### src/rtl/seq_pkg.sv
// Shared encodings for the processor phase sequence monitors.
package seq_pkg;

  // Phase indices carried on the phase output and by the classifier
  localparam logic [1:0] PH_F = 2'd0;
  localparam logic [1:0] PH_D = 2'd1;
  localparam logic [1:0] PH_E = 2'd2;
  localparam logic [1:0] PH_I = 2'd3;

  // Monitor FSM states
  localparam logic [2:0] ST_SYNC  = 3'd0;
  localparam logic [2:0] ST_EXP_D = 3'd1;
  localparam logic [2:0] ST_EXP_E = 3'd2;
  localparam logic [2:0] ST_EXP_I = 3'd3;
  localparam logic [2:0] ST_EXP_F = 3'd4;

  // Fault cause codes
  localparam logic [2:0] ERR_NONE  = 3'd0;
  localparam logic [2:0] ERR_ZERO  = 3'd1;
  localparam logic [2:0] ERR_MULTI = 3'd2;
  localparam logic [2:0] ERR_ORDER = 3'd3;
  localparam logic [2:0] ERR_STALL = 3'd4;

  // Strobe population class
  typedef enum logic [1:0] {
    CLS_ZERO  = 2'd0,
    CLS_ONE   = 2'd1,
    CLS_MULTI = 2'd2
  } cls_e;

  // Phase a waiting state expects to see next
  function automatic logic [1:0] exp_phase(input logic [2:0] st);
    logic [1:0] ph;
    ph = PH_F;
    case (st)
      ST_EXP_D: ph = PH_D;
      ST_EXP_E: ph = PH_E;
      ST_EXP_I: ph = PH_I;
      default:  ph = PH_F;
    endcase
    return ph;
  endfunction

  // State entered after accepting a given phase
  function automatic logic [2:0] state_after(input logic [1:0] ph);
    logic [2:0] st;
    st = ST_EXP_D;
    case (ph)
      PH_F:    st = ST_EXP_D;
      PH_D:    st = ST_EXP_E;
      PH_E:    st = ST_EXP_I;
      default: st = ST_EXP_F;
    endcase
    return st;
  endfunction

endpackage

### src/rtl/seq_cls.sv
// Combinational strobe classifier: {i,e,d,f} -> ZERO/ONE/MULTI plus phase index.
module seq_cls
  import seq_pkg::*;
(
  input  logic [3:0] strb_i,
  output cls_e       cls_o,
  output logic [1:0] ph_o
);

  // Decode population and, for a single strobe, its bit position
  always_comb begin
    cls_o = CLS_MULTI;
    ph_o  = PH_F;
    case (strb_i)
      4'b0000: cls_o = CLS_ZERO;
      4'b0001: begin cls_o = CLS_ONE; ph_o = PH_F; end
      4'b0010: begin cls_o = CLS_ONE; ph_o = PH_D; end
      4'b0100: begin cls_o = CLS_ONE; ph_o = PH_E; end
      4'b1000: begin cls_o = CLS_ONE; ph_o = PH_I; end
      default: cls_o = CLS_MULTI;
    endcase
  end

endmodule

### src/rtl/seq_mon.sv
// Phase sequence monitor: checks f->d->e->i rotation, counts instructions,
// declares lock and latches the first fault cause.
// Optional macro SEQ_MON_STALL_EN lets the accepted phase repeat for up to
// STALL_MAX extra cycles before a stall fault.
module seq_mon
  import seq_pkg::*;
#(
  parameter int unsigned CNT_W    = 16,
  parameter int unsigned LOCK_ROT = 2
`ifdef SEQ_MON_STALL_EN
  ,
  parameter int unsigned STALL_MAX = 4
`endif
) (
  input  logic             clk,
  input  logic             clr,
  input  logic             f,
  input  logic             d,
  input  logic             e,
  input  logic             i,
  input  logic             err_clr,
  output logic             locked,
  output logic             err,
  output logic [2:0]       err_code,
  output logic [CNT_W-1:0] instr_cnt,
  output logic [1:0]       phase
);

  localparam int unsigned ROT_W = $clog2(LOCK_ROT + 1);
`ifdef SEQ_MON_STALL_EN
  localparam int unsigned SW = $clog2(STALL_MAX + 1);
`endif

  cls_e       cls;
  logic [1:0] cls_ph;

  logic [2:0]       state_q, state_d;
  logic [ROT_W-1:0] rot_q, rot_d;
  logic [CNT_W-1:0] cnt_q, cnt_d;
  logic             locked_q, locked_d;
  logic             err_q, err_d;
  logic [2:0]       code_q, code_d;
  logic [1:0]       phase_q, phase_d;
`ifdef SEQ_MON_STALL_EN
  logic [SW-1:0]    stall_q, stall_d;
`endif

  logic       fault;
  logic [2:0] fcode;
  logic       accept;

  seq_cls u_cls (
    .strb_i ({i, e, d, f}),
    .cls_o  (cls),
    .ph_o   (cls_ph)
  );

  // State and counter registers, clr has priority
  always_ff @(posedge clk) begin
    if (clr) begin
      state_q  <= ST_SYNC;
      rot_q    <= '0;
      cnt_q    <= '0;
      locked_q <= 1'b0;
      err_q    <= 1'b0;
      code_q   <= ERR_NONE;
      phase_q  <= PH_F;
`ifdef SEQ_MON_STALL_EN
      stall_q  <= '0;
`endif
    end else begin
      state_q  <= state_d;
      rot_q    <= rot_d;
      cnt_q    <= cnt_d;
      locked_q <= locked_d;
      err_q    <= err_d;
      code_q   <= code_d;
      phase_q  <= phase_d;
`ifdef SEQ_MON_STALL_EN
      stall_q  <= stall_d;
`endif
    end
  end

  // Fault detection, next state, rotation accounting and sticky error
  always_comb begin
    fault    = 1'b0;
    fcode    = ERR_NONE;
    accept   = 1'b0;
    state_d  = state_q;
    rot_d    = rot_q;
    cnt_d    = cnt_q;
    locked_d = locked_q;
    err_d    = err_q;
    code_d   = code_q;
    phase_d  = phase_q;
`ifdef SEQ_MON_STALL_EN
    stall_d  = stall_q;
`endif

    if (state_q == ST_SYNC) begin
      // Only multi-hot is a fault while hunting for f
      if (cls == CLS_MULTI) begin
        fault = 1'b1;
        fcode = ERR_MULTI;
      end else if (cls == CLS_ONE && cls_ph == PH_F) begin
        accept = 1'b1;
      end
    end else begin
      if (cls == CLS_MULTI) begin
        fault = 1'b1;
        fcode = ERR_MULTI;
      end else if (cls == CLS_ZERO) begin
        fault = 1'b1;
        fcode = ERR_ZERO;
      end else if (cls_ph == exp_phase(state_q)) begin
        accept = 1'b1;
      end
`ifdef SEQ_MON_STALL_EN
      else if (cls_ph == phase_q) begin
        if (stall_q < SW'(STALL_MAX)) begin
          stall_d = stall_q + SW'(1);
        end else begin
          fault = 1'b1;
          fcode = ERR_STALL;
        end
      end
`endif
      else begin
        fault = 1'b1;
        fcode = ERR_ORDER;
      end
    end

    if (fault) begin
      state_d  = ST_SYNC;
      rot_d    = '0;
      locked_d = 1'b0;
      err_d    = 1'b1;
      // First cause is kept unless a clear arrives in the same cycle
      if (!err_q || err_clr) code_d = fcode;
`ifdef SEQ_MON_STALL_EN
      stall_d  = '0;
`endif
    end else begin
      if (err_clr) begin
        err_d  = 1'b0;
        code_d = ERR_NONE;
      end
      if (accept) begin
        state_d = state_after(cls_ph);
        phase_d = cls_ph;
`ifdef SEQ_MON_STALL_EN
        stall_d = '0;
`endif
        if (cls_ph == PH_I) begin
          cnt_d = cnt_q + CNT_W'(1);
          if (rot_q < ROT_W'(LOCK_ROT)) rot_d = rot_q + ROT_W'(1);
        end
      end
      if (rot_d == ROT_W'(LOCK_ROT)) locked_d = 1'b1;
    end
  end

  assign locked    = locked_q;
  assign err       = err_q;
  assign err_code  = code_q;
  assign instr_cnt = cnt_q;
  assign phase     = phase_q;

endmodule
### config.mk
export PLATFORM = sky130hd
export DESIGN_NAME = seq_mon
export DESIGN_NICKNAME = d
export VERILOG_FILES = /design/src/rtl/seq_pkg.sv /design/src/rtl/seq_cls.sv /design/src/rtl/seq_mon.sv
export SDC_FILE = /design/constraint.sdc
export NUM_CORES = 1
export LEC_CHECK = 0
export CAP_MARGIN = 30
export CORE_MARGIN = 3
export CORE_UTILIZATION = 40
export DETAILED_ROUTE_END_ITERATION = 8
export GPL_TIMING_DRIVEN = 0
export PLACE_DENSITY = 0.66
export SYNTH_ARGS = -nofsm -noshare
export SYNTH_HDL_FRONTEND = slang
export SYNTH_SLANG_ARGS = --single-unit
### constraint.sdc
create_clock -name clk -period 8.2 [get_ports clk]
set_input_delay 2.46 -clock clk [delete_from_list [all_inputs] [get_ports clk]]
set_output_delay 2.46 -clock clk [all_outputs]
set_load 0.02 [all_outputs]
# Yosys cells after proc, flatten, opt, wreduce, memory -nomap -nowiden
# Cells that the tools add are included.
# op_classes
addsub	2
n_reduce_logical	13
n_bitwise	1
order_cmp	1
n_eq_ne	15
n_mux	32
# ops
cell	count
$mux 2	11
$add 16x1->16 const B	1
$mux 1	13
$mux 3	4
$pmux 2 s3	2
$pmux 3 s3	1
$eq 2x2->1 const B	4
$eq 3x2->1 const B	2
$eq 2x1->1 const B	2
$eq 4x1->1 const B	1
$eq 4x2->1 const B	1
$eq 4x3->1 const B	1
$eq 4x4->1 const B	1
$logic_not 2->1	2
$logic_not 4->1	1
$pmux 2 s2	1
$reduce_and 2->1	2
$reduce_or 4->1	1
$eq 3x1->1 const B	1
$logic_not 3->1	1
$reduce_and 3->1	1
$add 2x1->2 const B	1
$eq 2x2->1	1
$lt 2x2->1 const B	1
other kinds (7)	7
# word_totals
out_inout_bits	23
reg_bits	28
word_cells	71
in_bits	7

# Longest topological paths before layout
# logic_depth
word_depth	15
mapped_depth	11
depth_no_buf	9

# By module
# A second synthesis with hierarchy kept.
# unflattened
hier_cells	197
hier_area_um2	1574.0
# by_module_without_submodules
mod	instances	seq_area_each_um2	area_each_um2	cells_each
seq_mon	1	540.5	1503.9	186
seq_cls	1	0.0	70.1	11

# Least setup slack after synthesis
# OpenSTA, ideal clock, no wires.
# synth_path
path_type	in2reg
from	in i
to	reg cnt_q[14], in the netlist instr_cnt[14]
cell_stages	10
n_path_buf	1
arrival_ns	4.272
required_ns	8.129
setup_slack_ns	3.857
cell_sequence	buf_2 xnor2_1 or3_1 inv_1 ha_1 nand2_1 a21oi_2 nand4_1 or4_1 a21oi_1
# synth_via
elab_chain_cells	9
word_cells_on_any_way	28
classes_between	eq/ne: 8; mux: 13; bitwise: 1; reduce/logical: 6
# synth_rtl
element	line_no	source
start: declaration	seq_mon.sv:20	input logic i,
$eq 4x4->1, or another cell as far along	seq_cls.sv:14	case (strb_i)
$pmux 2 s3 *	seq_cls.sv:14	
via cls_ph[0]	seq_mon.sv:35	logic [1:0] cls_ph;
$eq 2x2->1	seq_mon.sv:116	end else if (cls_ph == exp_phase(state_q)) begin
$mux 1	seq_mon.sv:116	
$mux 1	seq_mon.sv:113	end else if (cls == CLS_ZERO) begin
$mux 1	seq_mon.sv:110	if (cls == CLS_MULTI) begin
$mux 1	seq_mon.sv:101	if (state_q == ST_SYNC) begin
$not 1->1 (no line)	n/a	
$reduce_and 3->1 (no line) *	n/a	
end signal: assignment	seq_mon.sv:74	cnt_q <= cnt_d;
end: declaration	seq_mon.sv:39	logic [CNT_W-1:0] cnt_q, cnt_d;
# Mark *: on every way through the listed nets, which the timed path passes. The rest lies on a longest branch.
# A chain may end at the register's enable or synchronous reset.

# Final worst setup path
# layout_path
from	in i
to	reg cnt_q[10], in the netlist instr_cnt[10]
# Same word-level chain as after synthesis.

==> Implementation_results.wiki <==
{| class="wikitable"
! Metric !! Value
|-
| Result of the run || finished, final reports clean
|-
| Standard-cell rows || 21
|-
| Final setup violation count || 0
|-
| Ordered cell list for the critical path || clkdlybuf4s50_1 > buf_2 > xnor2_1 > or3_1 > inv_1 > ha_1 > nand2_1 > a21oi_2 > nand4_1 > buf_2 > or3_1 > a21oi_1
|-
| Final Cycle Share || 0.579
|-
| Most area-hungry cell type in the Yosys netlist || dfxtp_1
|-
| CP max stage delay || 460 ps
|-
| Aggregate negative setup slack || 0 ps
|-
| RePlAce Congestion || 0.820
|-
| Setup repair after global routing missed its margin || false
|-
| Later-pin clock latency in the skew report || 270 ps
|-
| Async S/R FF share, synth || 0
|-
| Overall track demand over capacity in global routing || 0.157
|-
| Total number of vias || 1,439
|-
| Remaining antenna violation count || 0
|-
| Maximum VDD drop || 0.0974 mV
|-
| WS Path Type || in -> reg
|-
| Combined buffer and inverter count along the critical path || 4
|-
| Max Clk Rate || around 210 MHz
|-
| Seq cells post-synth || 27
|-
| Critical path startpoint category || input port
|-
| Synthesized area || between 0.0015 and 0.002 mm2
|-
| Core outline area || approximately 0.0035 mm2
|-
| Final Max Tran Viols || 0
|-
| Number of DRC violations after detailed routing || 0
|-
| # hold bufs at CTS || 0
|-
| Die span in y || slightly below 70 um
|-
| Htree depth || 1
|-
| Kind of path behind the tightest hold check || reg -> reg
|-
| Count of maximum capacitance violations || 0
|-
| Total inserted antenna cells || 0
|-
| Post-synthesis instance total || between 150 and 200
|-
| Pre-CTS setup slack || ~3100 ps
|-
| Clock tree root buffer cell || clkbuf_8
|-
| Portion of synthesized cell area occupied by the leading cell type || 0.350
|-
| Most frequent cells in the layout || dfxtp_1 (27), clkdlybuf4s50_1 (25), inv_1 (18), nor2_1 (17), a21oi_1 (17)
|-
| Number of enable-type register cells in the synthesized netlist || 0
|-
| Num CTS Buffers || 3
|-
| Synthesis-to-layout area growth || 22.9%
|-
| Worst setup margin || 3450 ps
|-
| Commonest non-fill, non-tap cell in the layout || dfxtp_1
|-
| CTS tree || yes
|-
| Count of synthesis-stage warnings from yosys || 0
|-
| Final period demand of the worst path || 4750 ps
|-
| Total clock sinks || 27
|-
| Overall power of the completed layout || 0.241 mW
|-
| Drt total wl || around 3300 um
|-
| Wire length of the first global-routing pass || 5660 um
|-
| Top delay family on crit path || buffers and inverters
|-
| Main flop type after synthesis || dfxtp_1
|-
| Netlist cell types || 47
|-
| Mean area per synthesized cell || 7.99 um2
|-
| Clock Path Buffers || 2
|-
| CP max FO || 10
|-
| Areal power density over the cells || between 100 and 150 mW/mm2
|-
| Detailed Route Iter0 Violations || 52
|-
| Cells taking the most area after synthesis || dfxtp_1 (35%), a21oi_1 (5.5%), or3_1 (4.9%), inv_1 (4.4%), o21ai_0 (4.2%)
|-
| Chip Width || just under 70 um
|-
| Maximum number of pins on one net before global-route repair || 15
|-
| Total congestion overflow after global routing || 0
|-
| Clock-pin slew of the registers on the worst-case setup and hold paths || 90 ps
|-
| Pre-antenna DRT Iters || 4
|-
| Final hold vios || 0
|-
| Final routed wire length divided by cell count || 12.4 um
|-
| Post CTS Setup Buffer Count || 0
|-
| Layout cell share with drive strength beyond 1 || 0.0811
|-
| Static leakage || 0.666 nW
|-
| HPWL Detailed || 2610 um
|-
| Net Count, Synth || just over 200
|-
| Die footprint || roughly 0.0046 mm2
|-
| # nets final || ~240
|-
| Initial Util || 0.438
|-
| Endpoint class of the critical path || register
|-
| Post-cts resize count || 0
|-
| Worst slew slack as a fraction of its limit || 0.637
|-
| Skew final || 4.44 ps
|-
| CP required || 8400 ps
|-
| Via count of the first global-routing pass || between 1,000 and 1,500
|-
| Data arrival time of the worst path || slightly below 5000 ps
|-
| Vias per Instance || 5.37
|-
| Worst Max-Slew Pin Slew || 540 ps
|-
| Number of I/O port buffers || 25
|-
| IO Pins || 30
|-
| Max stage delay cell, worst path || clkdlybuf4s50_1
|-
| Share of synthesized area occupied by flip-flops and latches || 0.350
|-
| Antenna violations before repair || 0
|}
-- metal layers --
layer	GRT usage	part of all wire	up-vias
met5	0	0	-
met4	0.0298	0.0057	0
met3	0.0411	0.042	2
met2	0.270	0.48	30
met1	0.199	0.47	669
li1	-	-	738
-- flip-flops by register name, summed over array words and instances, names as in the netlist --
name       cells
state_q        3
rot_q          2
phase          2
err            1
instr_cnt     16
locked         1
err_code       2
-- power by group --
part	internal, mW	total, mW	switching (mW)
combinational	0.0144	0.0335	0.0192
clock	0.0347	0.0730	0.0383
sequential	0.133	0.134	0.00121
-- synthesized netlist by cell type (5+ instances only) --
cell      instances
dfxtp_1          27
inv_1            18
a21oi_1          17
nor2_1           17
o21ai_0          13
or3_1            12
nand2_1          11
ha_1              5
mux2i_1           5
nand2b_1          5
nand3_1           5
-- layout make-up --
type,count,area (um2)
plain buffers,11,61.3
clock buffers,4,45.0
fillers,358,1630
inverters,18,67.6
multi-input cells,137,873
flip-flops and latches,27,541
well taps,46,57.6
repair buffers,25,250
-- stage by stage --
step	instance area [um2]	utilization	hold WS, ps	cells
after floorplan	1540	-	463	193
after global placement	1850	0.526	460	264
after detailed placement	1850	0.526	458	264
after CTS	1900	0.538	475	268
after global routing	1900	0.538	511	268
final	1900	0.538	473	268
-- worst reg2reg max path: cells and delay by family (launching register included) --
family          cells  cell delay [ps]
simple gates        3              910
compound gates      3              580
buf+inv             1              210
flops               1              380
-- final timing paths --
| kind | start | endpoint | slack (ps) | cells past startpoint |
|---|---|---|---|---|
| worst max-delay path | i | instr_cnt[10] | 3450 | 12 |
| worst min-delay path | locked | locked | 470 | 2 |
| worst max register to register | state_q[1] | instr_cnt[7] | 6040 | 7 |
| worst min register to register | locked | locked | 470 | 2 |
-- cells by family (layout without fill, tap and decap cells) --
| group | Yosys count | after routing | share of synthesized area |
|---|---|---|---|
| flops | 27 | 27 | 0.350 |
| mux | 6 | 6 | 0.0397 |
| compound gates | 46 | 46 | 0.183 |
| fa+ha+maj | 5 | 5 | 0.0406 |
| buf+inv | 29 | 58 | 0.0835 |
| xor+xnor | 4 | 4 | 0.0227 |
| simple gates | 75 | 75 | 0.277 |
| other cells | 1 | 1 | 0.00243 |
Power figures use the tool's default switching activity.
